--- src/rtl/controle_modo.sv ---
// controle_modo: lamp mode controller downstream of the auto-shutdown timer.
// It debounces the push-button, classifies each press as short or long, and
// keeps the lamp (led) and mode (modo) state.
//
// Ports:
//   clk     in   system clock, rising edge
//   rst     in   synchronous active-low reset
//   push    in   raw push-button (asynchronous), 1 = pressed
//   infra   in   presence sensor (synchronous), 1 = presence
//   C       in   one-cycle shutdown pulse from the timer
//   led     out  lamp drive, registered
//   modo    out  0 = automatic, 1 = manual, registered
//   enable  out  timer enable, combinational !modo && led
//
// state     | meaning
// ----------+-------------------------------------------------------------
// IDLE      | debounced button released, waiting for a press
// PRESSED   | button held; hold counts cycles toward the long threshold
// LONG_HELD | long press already acted on; wait for release, hold frozen
module controle_modo #(
    parameter int DEBOUNCE_T = 100,
    parameter int LONG_T     = 5000
) (
    input  logic clk,
    input  logic rst,
    input  logic push,
    input  logic infra,
    input  logic C,
    output logic led,
    output logic modo,
    output logic enable
);

    localparam int DB_W   = $clog2(DEBOUNCE_T) + 1;
    localparam int HOLD_W = $clog2(LONG_T) + 1;
    localparam logic [DB_W-1:0]   DB_MAX   = DB_W'(DEBOUNCE_T - 1);
    localparam logic [HOLD_W-1:0] HOLD_MAX = HOLD_W'(LONG_T - 1);

    typedef enum logic [1:0] {
        IDLE      = 2'b00,
        PRESSED   = 2'b01,
        LONG_HELD = 2'b10
    } state_t;

    logic              sync1_q, push_s_q;
    logic              db_q, db_d;
    logic [DB_W-1:0]   cnt_db_q, cnt_db_d;
    state_t            state_q, state_d;
    logic [HOLD_W-1:0] hold_q, hold_d;
    logic              led_q, led_d;
    logic              modo_q, modo_d;
    logic              db_rise, db_fall;
    logic              short_press, long_press;

    always_comb begin
        db_d     = db_q;
        cnt_db_d = cnt_db_q;
        if (push_s_q == db_q) begin
            cnt_db_d = '0;
        end else if (cnt_db_q == DB_MAX) begin
            db_d     = push_s_q;
            cnt_db_d = '0;
        end else begin
            cnt_db_d = cnt_db_q + 1'b1;
        end
    end

    // Edges are taken from the value being loaded into db so the FSM reacts
    // at the same edge db changes, not one cycle later.
    assign db_rise = db_d & ~db_q;
    assign db_fall = ~db_d & db_q;

    always_comb begin
        state_d     = state_q;
        hold_d      = hold_q;
        short_press = 1'b0;
        long_press  = 1'b0;
        case (state_q)
            IDLE: begin
                if (db_rise) begin
                    state_d = PRESSED;
                    hold_d  = '0;
                end
            end
            PRESSED: begin
                hold_d = hold_q + 1'b1;
                if (db_fall) begin
                    short_press = 1'b1;
                    state_d     = IDLE;
                end else if (hold_q == HOLD_MAX) begin
                    long_press = 1'b1;
                    state_d    = LONG_HELD;
                end
            end
            LONG_HELD: begin
                if (db_fall) begin
                    state_d = IDLE;
                end
            end
            default: begin
                state_d = IDLE;
            end
        endcase
    end

    // Priority: long-press mode toggle > short-press toggle (manual only)
    // > C > infra (automatic only).
    always_comb begin
        led_d  = led_q;
        modo_d = modo_q;
        if (long_press) begin
            modo_d = ~modo_q;
        end else if (short_press && modo_q) begin
            led_d = ~led_q;
        end else if (!modo_q) begin
            if (C) begin
                led_d = 1'b0;
            end else if (infra) begin
                led_d = 1'b1;
            end
        end
    end

    always_ff @(posedge clk) begin
        if (!rst) begin
            sync1_q  <= 1'b0;
            push_s_q <= 1'b0;
            db_q     <= 1'b0;
            cnt_db_q <= '0;
            state_q  <= IDLE;
            hold_q   <= '0;
            led_q    <= 1'b0;
            modo_q   <= 1'b0;
        end else begin
            sync1_q  <= push;
            push_s_q <= sync1_q;
            db_q     <= db_d;
            cnt_db_q <= cnt_db_d;
            state_q  <= state_d;
            hold_q   <= hold_d;
            led_q    <= led_d;
            modo_q   <= modo_d;
        end
    end

    assign led    = led_q;
    assign modo   = modo_q;
    assign enable = ~modo_q & led_q;

endmodule

--- config.mk ---
export PLATFORM = sky130hd
export DESIGN_NAME = controle_modo
export DESIGN_NICKNAME = d
export VERILOG_FILES = /design/src/rtl/controle_modo.sv
export SDC_FILE = /design/constraint.sdc
export NUM_CORES = 1
export LEC_CHECK = 0
export ABC_AREA = 1
export CAP_MARGIN = 20
export CELL_PAD_IN_SITES_DETAIL_PLACEMENT = 1
export CELL_PAD_IN_SITES_GLOBAL_PLACEMENT = 1
export CORE_MARGIN = 3
export CORE_UTILIZATION = 38
export CTS_CLUSTER_DIAMETER = 30
export DETAILED_ROUTE_END_ITERATION = 6
export DONT_BUFFER_PORTS = 1
export PLACE_DENSITY = 0.71
export SYNTH_ARGS = -nofsm -noshare
export SYNTH_HDL_FRONTEND = slang
export SYNTH_SLANG_ARGS = --single-unit
--- constraint.sdc ---
create_clock -name clk -period 1.35 [get_ports clk]
set_input_delay 0.2025 -clock clk [delete_from_list [all_inputs] [get_ports clk]]
set_output_delay 0.2025 -clock clk [all_outputs]
set_load 0.03 [all_outputs]
After elaboration in Yosys (flattened, before gate mapping)
Cells that the tools add are included.

word-level totals
  word-level logic and storage cells = 54
  output and inout bits = 3
  register bits after elaboration = 29

cells by class
  reductions and logical operators = 8
  muxes and demuxes = 18
  add/subtract/negate cells = 2
  equal/unequal tests = 9
  bitwise operators = 9

operators by type and width
  cell                   count
  $pmux 14 s2            1
  $add 14x1->14 const B  1
  $eq 14x13->1 const B   1
  $mux 14                1
  $mux 1                 11
  $add 8x1->8 const B    1
  $eq 8x7->1 const B     1
  $mux 2                 4
  $not 1->1              6
  $pmux 2 s3             1
  $reduce_and 3->1       2
  $ne 2x2->1 const B     2
  $and 1x1->1            3
  $ne 3x3->1 const B     1
  $reduce_bool 3->1      1
  $reduce_or 3->1        1
  $eq 2x1->1 const B     1
  $eq 2x2->1 const B     1
  $logic_not 2->1        1
  $ne 2x1->1 const B     1
  $reduce_and 2->1       1
  $reduce_bool 2->1      1
  $eq 1x1->1             1
  $logic_and 1x1->1      1

Depth between registers and ports, before layout
Gate-level depths: netlist of the first run.

  depth in word-level cells = 10
  mapped depth = 10
  gate-level depth less buffers = 10

Worst setup path before layout of the first run
No wires, ideal clock.

  path type = flip-flop to flip-flop
  from = register hold_q[0]
  to = register led_q, in the netlist led
  arrival time = 1.307 ns
  stages on the path, launching flop included = 11
  slack = -0.071 ns
  setup time = 0.114 ns
  path through = dfxtp_1 -> ha_1 -> nand2_1 -> nor2_1 -> nand2_1 -> nor2_1 -> nand3_1 -> nand2_1 -> nand2_1 -> nand2_1 -> nor2_1

between the ends
  longest elaborated chain between the ends = 6

ends and longest elaborated chain
  what                        RTL line  text
  start: declaration          49        logic [HOLD_W-1:0] hold_q, hold_d;
  start signal: assignment    140       hold_q <= hold_d;
  $eq 14x13->1                90        end else if (hold_q == HOLD_MAX) begin
  $mux 1                      90
  $mux 1                      87        if (db_fall) begin
  $mux 1                      78        case (state_q)
  $not 1->1 (no line)         -
  $reduce_and 3->1 (no line)  -
  end signal: assignment      141       led_q <= led_d;
  end: declaration            50        logic led_q, led_d;

No other way between the ends.
A chain may end at the register's enable or synchronous reset.

Worst setup path in the final report of the first run
  from = register hold_q[0]
  to = register modo_q, in the netlist modo

between the ends
  longest elaborated chain between the ends = 4

ends and longest elaborated chain
  what                    RTL line  text
  $eq 14x13->1            90
  $mux 1                  90
  $mux 1                  87
  $mux 1                  78
  end signal: assignment  142       modo_q <= modo_d;
  end: declaration        51        logic modo_q, modo_d;

No other way between the ends.

==> results of run 1 <==
where the power goes:
part / switching, mW / leakage (nW) / internal, mW
clock network: 0.351 / 0.0585 / 0.601
registers: 0.00505 / 0.239 / 0.862
logic: 0.0353 / 0.514 / 0.0177
layer usage:
| metal | wire length [um] | GRT usage, % | up-vias |
|---|---|---|---|
| li1 | - | - | 816 |
| met3 | 109 | 3.91 | 13 |
| met5 | 0 | 0 | - |
| met1 | 2010 | 21.3 | 805 |
| met2 | 2600 | 33.5 | 21 |
| met4 | 114 | 7.23 | 0 |
area by class of cell:
type,count,area [um2],area share [%]
clock buffers,7,86.3,4.04
multi-input cells,166,1020,47.8
flip-flops and latches,29,593,27.8
repair buffers,31,236,11.1
well taps,48,60.1,2.81
clock inverters,1,30.0,1.41
inverters,29,109,5.10
stage by stage:
stage | total power, mW | util, %
after global routing | 1.92 | 56.6
after detailed placement | 0.933 | 47.2
after floorplan | 0.914 | -
after global placement | 0.930 | 47.2
after CTS | 1.87 | 51.5
final | 1.87 | 56.6
worst min path at each step:
stage | to | slack, ps | cells past startpoint
2_1_floorplan | push_s_q | 300 | 2
3_3_place_gp | sync1_q | 300 | 2
3_5_place_dp | sync1_q | 310 | 2
4_1_cts | sync1_q | 20 | 2
5_1_grt | sync1_q | 40 | 2
6_report | sync1_q | 20 | 2
worst max-delay path, delay by kind of cell (launching register included):
family | cells | cell delay, ps
adders and majority gates | 1 | 150
AOI/OAI and AO/OA | 2 | 290
and+or+nand+nor | 5 | 500
DFF | 1 | 350
sequential cells by signal, summed over array words and instances (netlist names):
signal / flops
hold_q: 14
cnt_db_q: 8
state_q: 2
db_q: 1
led: 1
modo: 1
push_s_q: 1
sync1_q: 1
cell usage after synthesis (all sizes together) (2+ instances only):
master / count
nand2: 55
dfxtp: 29
ha: 2
o21ai: 7
nand3: 22
a21oi: 23
o21a: 2
nand4: 7
a31o: 3
nor2: 29
buf: 2
inv: 29
xor2: 2
or2: 3
nor3: 5
logic make-up (layout without fill, tap and decap cells):
| family | Yosys count | after routing |
|---|---|---|
| flops | 29 | 29 |
| simple gates | 123 | 124 |
| buf+inv | 32 | 68 |
| compound gates | 38 | 38 |
| fa+ha+maj | 2 | 2 |
| xor+xnor | 2 | 2 |
repair_timing:
action | CTS | global route
pin swaps | 2 | 13
buffers inserted | 2 | 4
gates resized for setup | 9 | 45
endpoints found under the setup margin | 17 | 19
cloned | 0 | 1
==> impl_metrics.yaml, run 1 <==
timing:
  skew_ps: 4.32
  worstMarginPinSlew_ps: 285
  final-max-slew-violation-count: 0
  period_share_pct: 104
  worst_hold_margin_ps: 15.3
  setup_ws_ps: -60.7
  setup_repair_after_global_routing_missed_its_margin: "yes"
  layout_min_cycle_time_ps: 1410
  final.setup.tns_ps: -203
  endpoints_failing_hold: 0
  fmax_ghz: 0.709
  setup_viol_count_final: 9
  slew_headroom_pct: 81.0
power:
  max-vdd-ir-drop_uv: 712
  cellPowerDensity_nw_per_um2: 877
  power.leakage_nw: 0.812
setup_path:
  worstReg2RegEnd: "modo"
  worst_r2r_setup_slack_ps: -60
  endpoint_type_of_the_worst_setup_path: "flop"
  worst_setup_path_endpoint: "modo"
  worst_path_max_stage_delay_ps: 350
  worst_setup_path_start_kind: "flop"
  timing.critical_path.cells: "ha_4, nand2_4, nor2_2, nand2_1, nor2_2, nand3_2, o21ai_0, a21oi_1"
  critical_path.slowest_cell: "sky130_fd_sc_hd__dfxtp_2"
  timing.critical_path.arrival_ps: 1580
  crit_fanout: 4
  worst_ep_required_time_ps: 1520
  timing.critical_path.from: "hold_q[0]"
  rr_worst_depth: 8
  critical-path-top-cell-by-count: "sky130_fd_sc_hd__nor2_2"
  timing.setup.critical_path_class: "flop to flop"
  timing.rr.start: "hold_q[0]"
grt:
  first_global_vias: 1664
  grt_remaining_overflow: 0
  grt_antenna_before_repair: 0
  largest_net_degree_at_the_start_of_global_routing: 15
  gr-usage-all-layers_pct: 18.6
  grt_pass1_wl_um: 7360
logic_synthesis:
  area_share_of_fa_ha_maj_cells_after_synthesis_pct: 1.63
  synth_xor_area_share_pct: 1.14
  synth_top_family_by_area: "simple AND/OR/NAND/NOR gates"
  synth_cell_types: 31
  post_synth_and_or_nand_nor_area_fraction_pct: 37.0
  synth_warnings: 0
  synth-compound-area-share_pct: 14.1
  yosys_register_bits: 29
  synth_ff_type: "sky130_fd_sc_hd__dfxtp_1"
  number_of_enable_flip_flop_cells_after_synthesis: 0
  netlist_top_cells_area: "sky130_fd_sc_hd__dfxtp_1, sky130_fd_sc_hd__nand2_1, sky130_fd_sc_hd__a21oi_1"
  synth_top_area_cell: "sky130_fd_sc_hd__dfxtp_1"
  syn_avg_cell_area_um2: 6.80
  multiplexer_share_of_the_synthesized_area_pct: 0
  synthesis.area_um2: 1540
  syn-instance-count: 226
  yosys.area.top_type_share_pct: 37.8
  synth_nets: 233
  synth-seq-area-share_pct: 37.8
  synth-async-reset-ratio_pct: 0
clock_tree:
  clock-sinks: 29
  cts-root-buf: "sky130_fd_sc_hd__clkbuf_8"
  cts-buffers-inserted: 5
  ctsLongestPathBuffers: 2
  clk_latency_ps: 280
  worst_setup_hold_path_clk_slew_ps: 70
  cts_tree: "done"
  cts_htree_levels: 2
  postCtsHoldBufs: 0
drt:
  number_of_nets_with_antenna_violations_after_detailed_routing: 0
  drt_iter0_drc: 88
  dr.pass1.iters: 4
  post-route-drc-count: 0
  drt_wl_total_um: 4830
  route.vias.total: 1655
  routed_wire_length_per_instance_um: 15.5
  average_vias_per_placed_instance: 5.32
final_layout:
  syn_to_final_growth_pct: 38.8
  final_cells: 311
  drive_gt1_share_pct: 38.0
  insertedDiodeCount: 0
  design_area_um2: 2130
  most_frequent_cells_in_the_layout: "sky130_fd_sc_hd__nand2_1, sky130_fd_sc_hd__buf_4, sky130_fd_sc_hd__inv_1"
  layout.nets: 269
  final_common_cell: "sky130_fd_sc_hd__nand2_1"
  fill_cells: 488
floorplanning:
  floorplan.die.height_um: 69.6
  io_pins: 8
  std_cell_rows: 22
  floorplan.initialDensity_pct: 40.8
  fp.coreArea_um2: 3770
  die_area_um2: 4850
  dieWidth_um: 69.6
status:
  status: "finished with violations"
  failed_checks: "negative setup slack"
placed_design:
  placement.io_buffers: 0
  placed_cells_incl_taps: 296
  routabilityCongestion: 0.877
  detailed_place.area_um2: 1780
  place_worst_setup_slack_ps: -114
  final_hpwl_from_detailed_placement_um: 3280
job:
  cap_viol_max_count: 0
min_path:
  timing.hold.worst.start: "rst"
  timing.hold.worst.class: "input pin to flop"
(Power assumes the default switching activity.)
==> run 2: changes to the inputs <==
--- a/config.mk
+++ b/config.mk
@@ -15,6 +15,7 @@
 export DETAILED_ROUTE_END_ITERATION = 6
 export DONT_BUFFER_PORTS = 1
 export PLACE_DENSITY = 0.71
+export SETUP_SLACK_MARGIN = 0.5
 export SYNTH_ARGS = -nofsm -noshare
 export SYNTH_HDL_FRONTEND = slang
 export SYNTH_SLANG_ARGS = --single-unit
==> impl_metrics.yaml, run 2 (synthesis results as in run 1) <==
power:
  power.switching_fraction_pct: 22.7
  cellPowerDensity_nw_per_um2: 752
  cellInternalPower_mw: 1.27
  combinationalPowerShare_pct: 2.9
  max-vdd-ir-drop_uv: 460
  p_switching_mw: 0.375
  sequentialPowerShare_pct: 52.4
  power.leakage_nw: 0.826
  power.clock.fraction_pct: 44.7
setup_path:
  timing.critical_path.arrival_ps: 1580
  endpoint_type_of_the_worst_setup_path: "flop"
  timing.rr.start: "cnt_db_q[0]"
  critical-path-top-cell-by-count: "sky130_fd_sc_hd__nand3_4"
  worstReg2RegEnd: "hold_q[0]"
  rr_worst_depth: 8
  critical_path.slowest_cell: "sky130_fd_sc_hd__dfxtp_2"
  worst_ep_required_time_ps: 1530
  timing.critical_path.cells: "ha_4, nand3_4, nor2_4, nand3_4, nand3_4, nand2_8, o21ai_2, inv_1"
  worst_setup_path_start_kind: "flop"
  worst_path_max_stage_delay_ps: 350
  crit_fanout: 7
  timing.setup.critical_path_class: "flop to flop"
  worst_r2r_setup_slack_ps: -50
final_layout:
  sequential_cell_area_um2: 613
  syn_to_final_growth_pct: 42.6
  fill_cells: 469
  design_area_um2: 2190
  most_frequent_cells_in_the_layout: "sky130_fd_sc_hd__nand2_1, sky130_fd_sc_hd__buf_4, sky130_fd_sc_hd__inv_1"
  max_ffs_per_register: 14
  insertedDiodeCount: 0
  top_register: "hold_q"
  final_common_cell: "sky130_fd_sc_hd__nand2_1"
  layout.nets: 267
  drive_gt1_share_pct: 42.7
  multi_input_comb_area_um2: 1100
  biggestRegsByFlops: "hold_q: 14 flops, cnt_db_q: 8 flops, state_q: 2 flops"
timing:
  setup_viol_count_final: 8
  setup_ws_ps: -48.8
  slew_headroom_pct: 78.9
  final-max-slew-violation-count: 0
  endpoints_failing_hold: 0
  fmax_ghz: 0.715
  layout_min_cycle_time_ps: 1400
  period_share_pct: 104
  worstMarginPinSlew_ps: 317
  final.setup.tns_ps: -134
  skew_ps: 3.69
  setup_repair_after_global_routing_missed_its_margin: "yes"
status:
  status: "finished with violations"
  failed_checks: "negative setup slack"
min_path:
  timing.hold.worst.start: "rst"
  worst_hold_path.num_cells: 2
  min_to: "push_s_q"
  timing.hold.worst.class: "input pin to flop"
clock_tree:
  cts_tree: "done"
  worst_setup_hold_path_clk_slew_ps: 60
  cts-root-buf: "sky130_fd_sc_hd__clkbuf_8"
  clk_latency_ps: 280
  cts-buffers-inserted: 5
  ctsLongestPathBuffers: 2
  clock-sinks: 29
  postCtsHoldBufs: 0
  cts_htree_levels: 2
drt:
  number_of_nets_with_antenna_violations_after_detailed_routing: 0
  post-route-drc-count: 0
  dr.pass1.iters: 4
  drt_wl_total_um: 4990
  route.vias.total: 1651
  average_vias_per_placed_instance: 5.36
  routed_wire_length_per_instance_um: 16.2
  drt_iter0_drc: 56
grt:
  first_global_vias: 1852
  routing_layer_with_the_top_usage_in_global_route: "met2"
  grt_antenna_before_repair: 0
  grt_remaining_overflow: 0
  grt.met1_usage_pct: 23.7
  gr-usage-all-layers_pct: 22.0
  grt_pass1_wl_um: 8580
  gr_met3_demand_resource_pct: 4.64
  grt_util_met2_pct: 41.3
  largest_net_degree_at_the_start_of_global_routing: 14
placed_design:
  routabilityCongestion: 0.799
  placement.io_buffers: 0
  final_hpwl_from_detailed_placement_um: 3270
  detailed_place.area_um2: 1770
floorplanning:
  std_cell_rows: 22
  die_area_um2: 4850
  fp.coreArea_um2: 3770
  dieWidth_um: 69.6
  floorplan.die.height_um: 69.6
  floorplan.initialDensity_pct: 40.8
  io_pins: 8
job:
  cap_viol_max_count: 0
## run 2: cell types whose count changed in the layout (fill, tap and decap cells not counted), moves of 3 or more
cell / change
sky130_fd_sc_hd__dfxtp_1: -6
sky130_fd_sc_hd__nand2_2: -3
sky130_fd_sc_hd__a21oi_1: -4
sky130_fd_sc_hd__nor2_2: -3
sky130_fd_sc_hd__nand2_4: +4
sky130_fd_sc_hd__a21oi_2: +4
sky130_fd_sc_hd__nor2_4: +3
sky130_fd_sc_hd__dfxtp_4: +5
## run 2: how the worst max path moves through the flow
| stage | start | end | slack [ps] |
|---|---|---|---|
| 2_1_floorplan | cnt_db_q[0] | hold_q[0] | 80 |
| 3_3_place_gp | cnt_db_q[1] | led | 10 |
| 3_5_place_dp | hold_q[0] | modo | -80 |
| 4_1_cts | cnt_db_q[0] | led | 4 |
| 5_1_grt | cnt_db_q[0] | led | -140 |
| 6_report | cnt_db_q[0] | hold_q[0] | -50 |
## run 2: timing repair
item                       4_1_cts  5_1_grt
resized for setup               42       32
gates cloned                     1        0
setup buffers                    6        3
pin swaps                       10        8
setup endpoints to repair       30       30
## run 2: metrics by stage
step           worst slack (ps)  hold WS, ps  util [%]  std cells  power, mW
2_1_floorplan              76.2          296         -        226      0.917
3_3_place_gp               10.5          298      47.0        291      0.928
3_5_place_dp              -83.4          306      47.0        291      0.930
4_1_cts                    4.37         12.4      54.4        305       1.67
5_1_grt                    -138         22.9      58.1        308       1.73
6_report                  -48.8         16.5      58.1        308       1.65
## run 2: critical path: cells and delay by family, from the launching register on
family,cells,cell delay (ps)
buffers and inverters,1,50
AOI/OAI and AO/OA,1,130
DFF,1,350
adders and majority gates,1,160
and+or+nand+nor,5,590
## run 2: final cells by class
type                       instances  share of cell area (%)
inverter                          29                    5.19
sequential                        29                    28.0
tap                               48                    2.74
timing repair buffer              29                    10.1
multi-input combinational        166                    50.1
clock buffer                       7                    3.94
## run 2: power groups by stage
| stage | clock, mW | combinational, mW | sequential (mW) |
|---|---|---|---|
| after floorplan | 0 | 0.0285 | 0.889 |
| after detailed placement | 0 | 0.0404 | 0.890 |
| final | 0.737 | 0.0474 | 0.864 |
| after global routing | 0.811 | 0.0536 | 0.864 |
| after global placement | 0 | 0.0380 | 0.890 |
| after CTS | 0.758 | 0.0450 | 0.870 |
## run 2: layer usage
metal  up-vias  wire length, um
li1        813                -
met1       802             1980
met2        23             2760
met3        13              121
met4         0              131
met5         -                0
